[src/rtl/mem_arbiter.sv]
// mem_arbiter: sequences a single-ported, fixed-latency unified memory shared
// by the instruction fetch stage and the data memory stage. One requester is
// granted at a time, the access is held for LATENCY cycles, and the returned
// data is presented together with a one-cycle done pulse.
module mem_arbiter #(
    parameter int LATENCY = 4,   // legal range 2..15
    parameter int ADDR_W  = 16,
    parameter int DATA_W  = 16
) (
    input  logic              clk,
    input  logic              rst,        // asynchronous, active-low

    // Instruction fetch side
    input  logic              if_req,
    input  logic [ADDR_W-1:0] if_addr,
    input  logic              flush,
    output logic [DATA_W-1:0] if_rdata,
    output logic              if_done,

    // Data side
    input  logic              dm_rd,
    input  logic              dm_wr,
    input  logic [ADDR_W-1:0] dm_addr,
    input  logic [DATA_W-1:0] dm_wdata,
    output logic [DATA_W-1:0] dm_rdata,
    output logic              dm_done,

    // Pipeline control
    output logic              stall_if,
    output logic              stall_mem,
    output logic              err,

    // Memory macro
    output logic              mem_en,
    output logic              mem_wr,
    output logic [ADDR_W-1:0] mem_addr,
    output logic [DATA_W-1:0] mem_wdata,
    input  logic [DATA_W-1:0] mem_rdata
);

    typedef enum logic [1:0] {
        IDLE,
        IACC,   // instruction access in flight
        DACC    // data access in flight
    } state_t;

    typedef enum logic {
        GRANT_IF,
        GRANT_DATA
    } grant_t;

    // Value of cnt during the final cycle of an access.
    localparam logic [3:0] LAST_CNT = 4'(LATENCY - 1);

    state_t     state;
    grant_t     last_grant;
    logic [3:0] cnt;
    logic       squash;     // fetch in flight was flushed; drop its result

    logic       if_eligible;
    logic       dm_eligible;
    logic       grant_if;
    logic       grant_data;

    // Request qualification and arbitration, evaluated while IDLE.
    // A requester is not eligible in the cycle its own done pulse is high,
    // which lets the other side win the back-to-back slot. On a tie, the side
    // that was not granted last time wins so neither can starve.
    always_comb begin
        // NOTE: every signal gets a default first so no path through this block
        // leaves it unassigned, which would otherwise infer a latch.
        if_eligible = 1'b0;
        dm_eligible = 1'b0;
        grant_if    = 1'b0;
        grant_data  = 1'b0;

        if_eligible = if_req & ~flush & ~if_done;
        dm_eligible = (dm_rd ^ dm_wr) & ~dm_done;

        if (dm_eligible && (!if_eligible || last_grant != GRANT_DATA)) begin
            grant_data = 1'b1;
        end else if (if_eligible) begin
            grant_if = 1'b1;
        end
    end

    // Stalls follow the requests directly: a stage holds until it sees done.
    assign stall_if  = if_req & ~if_done;
    assign stall_mem = (dm_rd | dm_wr) & ~dm_done;

    // Main sequencer: grant, hold the access for LATENCY cycles, return data.
    // mem_wr/mem_addr/mem_wdata double as the capture registers, so they stay
    // constant for the whole access and return to zero in IDLE.
    always_ff @(posedge clk or negedge rst) begin
        if (!rst) begin
            state      <= IDLE;
            last_grant <= GRANT_IF;
            cnt        <= '0;
            squash     <= 1'b0;
            if_rdata   <= '0;
            if_done    <= 1'b0;
            dm_rdata   <= '0;
            dm_done    <= 1'b0;
            err        <= 1'b0;
            mem_en     <= 1'b0;
            mem_wr     <= 1'b0;
            mem_addr   <= '0;
            mem_wdata  <= '0;
        end else begin
            // NOTE: state is updated with non-blocking assignments so every
            // register samples pre-edge values regardless of statement order.
            // Pulses default low and are raised only in the cycle they apply.
            if_done <= 1'b0;
            dm_done <= 1'b0;
            err     <= 1'b0;

            case (state)
                IDLE: begin
                    cnt    <= '0;
                    squash <= 1'b0;
                    // Conflicting read+write is never granted; flag it instead.
                    err    <= dm_rd & dm_wr;

                    if (grant_data) begin
                        state      <= DACC;
                        last_grant <= GRANT_DATA;
                        mem_en     <= 1'b1;
                        mem_wr     <= dm_wr;
                        mem_addr   <= dm_addr;
                        mem_wdata  <= dm_wdata;
                    end else if (grant_if) begin
                        state      <= IACC;
                        last_grant <= GRANT_IF;
                        mem_en     <= 1'b1;
                        mem_wr     <= 1'b0;
                        mem_addr   <= if_addr;
                        mem_wdata  <= '0;
                    end
                end

                IACC: begin
                    // The memory cannot abort, so a flush only marks the
                    // result for discard.
                    if (flush) begin
                        squash <= 1'b1;
                    end

                    if (cnt == LAST_CNT) begin
                        // A flush arriving in the very last cycle still counts.
                        if (!(squash || flush)) begin
                            if_rdata <= mem_rdata;
                            if_done  <= 1'b1;
                        end
                        state     <= IDLE;
                        cnt       <= '0;
                        squash    <= 1'b0;
                        mem_en    <= 1'b0;
                        mem_wr    <= 1'b0;
                        mem_addr  <= '0;
                        mem_wdata <= '0;
                    end else begin
                        cnt <= cnt + 4'd1;
                    end
                end

                DACC: begin
                    if (cnt == LAST_CNT) begin
                        // Writes complete with a done pulse but leave the
                        // load data register untouched.
                        if (!mem_wr) begin
                            dm_rdata <= mem_rdata;
                        end
                        dm_done   <= 1'b1;
                        state     <= IDLE;
                        cnt       <= '0;
                        mem_en    <= 1'b0;
                        mem_wr    <= 1'b0;
                        mem_addr  <= '0;
                        mem_wdata <= '0;
                    end else begin
                        cnt <= cnt + 4'd1;
                    end
                end

                default: begin
                    state <= IDLE;
                end
            endcase
        end
    end

endmodule

[config.mk]
export PLATFORM = sky130hd
export DESIGN_NAME = mem_arbiter
export DESIGN_NICKNAME = d
export VERILOG_FILES = /design/src/rtl/mem_arbiter.sv
export SDC_FILE = /design/constraint.sdc
export NUM_CORES = 1
export LEC_CHECK = 0
export ABC_AREA = 1
export ABC_CLOCK_PERIOD_IN_PS = 4260
export BUFFER_PORTS_ARGS = -buffer_cell sky130_fd_sc_hd__clkbuf_2
export CAP_MARGIN = 15
export CORE_MARGIN = 5
export CORE_UTILIZATION = 35
export DETAILED_ROUTE_END_ITERATION = 8
export GPL_TIMING_DRIVEN = 0
export HOLD_SLACK_MARGIN = 0.12
export SETUP_SLACK_MARGIN = 0.5
export SYNTH_ARGS = -nofsm -noshare
export SYNTH_HDL_FRONTEND = slang
export SYNTH_SLANG_ARGS = --single-unit
[constraint.sdc]
create_clock -name clk -period 4.26 [get_ports clk]
set_input_delay 0.852 -clock clk [delete_from_list [all_inputs] [get_ports clk]]
set_output_delay 0.852 -clock clk [all_outputs]
set_load 0.01 [all_outputs]
==> results.cfg <==
[global_route]
grt_antenna_before_repair = 0
maximum_number_of_pins_on_one_net_before_global_route_repair = 54
grt_overflow_total = 0
vias_in_the_first_global_route = 3101
grt_pass1_wl_mm = 14.7
groute.usage.overall_pct = 15.7

[worst_setup_path]
worstSetupPathType = input port to output pin
crit-reg2reg-launch = state[1]
ff2ff_setup_slack_ps = 2470
crit_required_ps = 3410
critical_path.top_delay_family = buffers and inverters
worstPathMaxFanout = 3
crit_arrival_ps = 1450
cp_slowest_cell = ha_1
path_buf_inv = 3
worst_r2r_path_depth = 8
element_type_at_the_critical_path_start = input port
worst_path_most_repeated_cell = clkbuf_2
critical_path.max_stage_delay_ps = 170
timing.critical_path.cells = clkbuf_2, inv_1, ha_1, nor2_1, clkbuf_2
timing.critical_path.to_type = output pin
r2r_end = mem_addr[15]

[clock_tree]
cts.hold.buffers_added = 0
clk_pin_slew_ps = 90
clock_tree_from_tritoncts = yes
cts.sink_count = 77
ctsHtreeMaxLevel = 3
cts_post_setup_buffers_inserted = 0
cts_repair_resized_insts = 0
cts-buffers-inserted = 9
clkLatencyLatePin_ps = 350
clockBufferDepth = 2
root_buffer = clkbuf_8

[routing]
starting_drc_count_in_detailed_routing = 125
vias = 2999
post_drt_wl_per_cell_um = 13.3
viasPerCell = 4.45
postRouteAntennaNets = 0
drt-pass1-iter-count = 4
drt_wl_total_mm = 8.94
drc = 0

[timing]
fin_crit_sh_pct = 53.9
worst_pin_slew_ps = 477
timing.final.hold_violations = 0
layout_min_cycle_time_ps = 2300
max-slew-margin-rel_pct = 68.2
skew_ps = 12.9
setup_repair_after_global_routing_missed_its_margin = false
timing.fmax_mhz = 435
setup_total_negative_slack_ps = 0
maxSlewViolCount = 0
setup_viol_count_final = 0
holdWs_ps = 442

[final_layout]
layout.nets = 617
syn_to_final_growth_pct = 31.8
finish.cell_count_without_fillers = 674
num_antenna_cells = 0
final_layout_size_suffix_gt1_share_pct = 32.7

[power]
p_per_area_nw_per_um2 = 647
netSwitchingFraction_pct = 40.8
largest_voltage_drop_on_the_vdd_net_mv = 0.282
total_leakage_power_nw = 2.59
power.share.sequential_pct = 41.5
comb_power_share_pct = 41.3
clock_power_share_pct = 17.1
internal-power_w = 0.00168
finalPower_w = 0.00284
netSwitchingPower_w = 0.00116

[run]
maxcap_viol_count = 0

[synthesis]
synth_sequential_area_ratio_pct = 57.9
yosysUniqueCellTypes = 22
synthesis.area_um2 = 3330
postSynthCellCount = 388
syn-mean-instance-area_um2 = 8.58
yosys_register_bits = 77
synth.net_count = 465
yosys_warnings = 0

[outcome]
run_status = finished, final reports clean

[placement]
io_buffer_count = 140
post-dp-hpwl_mm = 6.81
gp_congestion = 0.780
dp.cells = 658

[floorplanning]
chipWidth_um = 108
top_level_ports = 141
die_area_um2 = 11600
vert_die_dim_um = 108
row_count = 35
start_util_pct = 36.0
core_region_area_um2 = 9240

[worst_hold_path]
tightest_hold_check_type = input port to asynchronous set/reset pin
[worst max-delay path by stage]
stage / from / to / slack (ps) / depth (start not counted)
final: dm_wr / stall_mem / 1960 / 5
after detailed placement: dm_wr / mem_addr[15] / 1910 / 10
after floorplan: dm_rd / stall_mem / 2200 / 3
after global routing: dm_rd / stall_mem / 1900 / 5
after CTS: dm_wr / stall_mem / 1970 / 5
after global placement: rst / if_rdata[13] / 1570 / 1
[cells in the final DEF (no fill, tap or decap), drive strengths merged]
cell | synthesis | final
inv | 34 | 35
clkbuf | 2 | 153
nand3b | 1 | 1
nand2 | 179 | 179
nand3 | 23 | 23
clkinv | 0 | 1
nor2 | 10 | 10
buf | 12 | 13
a21oi | 3 | 3
nand4 | 1 | 1
ha | 7 | 7
o21ai | 35 | 35
dfrtp | 77 | 77
clkinvlp | 0 | 3
xor2 | 3 | 3
nor3 | 1 | 1
[state kept, by name (all words and copies together), names as in the netlist]
name and flops:
squash 1, if_done 1, mem_addr 16, if_rdata 16
dm_done 1, mem_wdata 16, last_grant 1, mem_en 1
err 1, state 2, dm_rdata 16, mem_wr 1
cnt 4
[final cells by class]
type | instances | area [um^2]
multi-input cells | 263 | 1190
plain buffers | 14 | 82.6
fillers | 959 | 4850
flip-flops and latches | 77 | 1930
repair buffers | 141 | 731
clock buffers | 11 | 131
well taps | 129 | 161
inverters | 34 | 128
clock inverters | 5 | 36.3
[synth_stat cells (all sizes together)]
library cell,count,area (um^2)
clkbuf,2,7.51
nand4,1,6.26
nor3,1,5.00
xor2,3,26.3
ha,7,87.6
buf,12,75.1
dfrtp,77,1930
a21oi,3,15.0
nand3b,1,7.51
nor2,10,57.6
nand3,23,133
inv,34,128
o21ai,35,175
nand2,179,679
[power by group through the flow]
stage	clock, W	combinational [W]	sequential (W)
floorplan	0	0.000587	0.00130
global placement	0	0.00118	0.00118
detailed placement	0	0.00120	0.00119
CTS	0.000501	0.00121	0.00118
global route	0.000532	0.00134	0.00122
finish	0.000486	0.00117	0.00118
[routing by layer]
| metal | share of wire (%) | global-route usage [%] | routed length (um) | vias to the layer above |
|---|---|---|---|---|
| li1 | - | - | - | 1502 |
| met1 | 45 | 21.0 | 3990 | 1368 |
| met2 | 45 | 24.9 | 4040 | 120 |
| met3 | 9.2 | 4.32 | 823 | 9 |
| met4 | 1.0 | 4.60 | 93 | 0 |
| met5 | 0 | 0 | 0 | - |
[metrics by stage]
| stage | area [um^2] | utilization [%] | setup slack, ps |
|---|---|---|---|
| after floorplan | 3330 | - | 2200 |
| after global placement | 4190 | 45.4 | 1570 |
| after detailed placement | 4220 | 45.7 | 1910 |
| after CTS | 4390 | 47.5 | 1970 |
| after global routing | 4390 | 47.5 | 1900 |
| final | 4390 | 47.5 | 1960 |
[cells by family after synthesis]
kind of cell / count (synthesis) / share of synthesized area (%)
compound gates: 38 / 5.71
xor+xnor: 3 / 0.789
fa+ha+maj: 7 / 2.63
buf+inv: 48 / 6.31
flops: 77 / 57.9
simple gates: 215 / 26.7
Note: power is estimated with default switching activity, not from simulation.
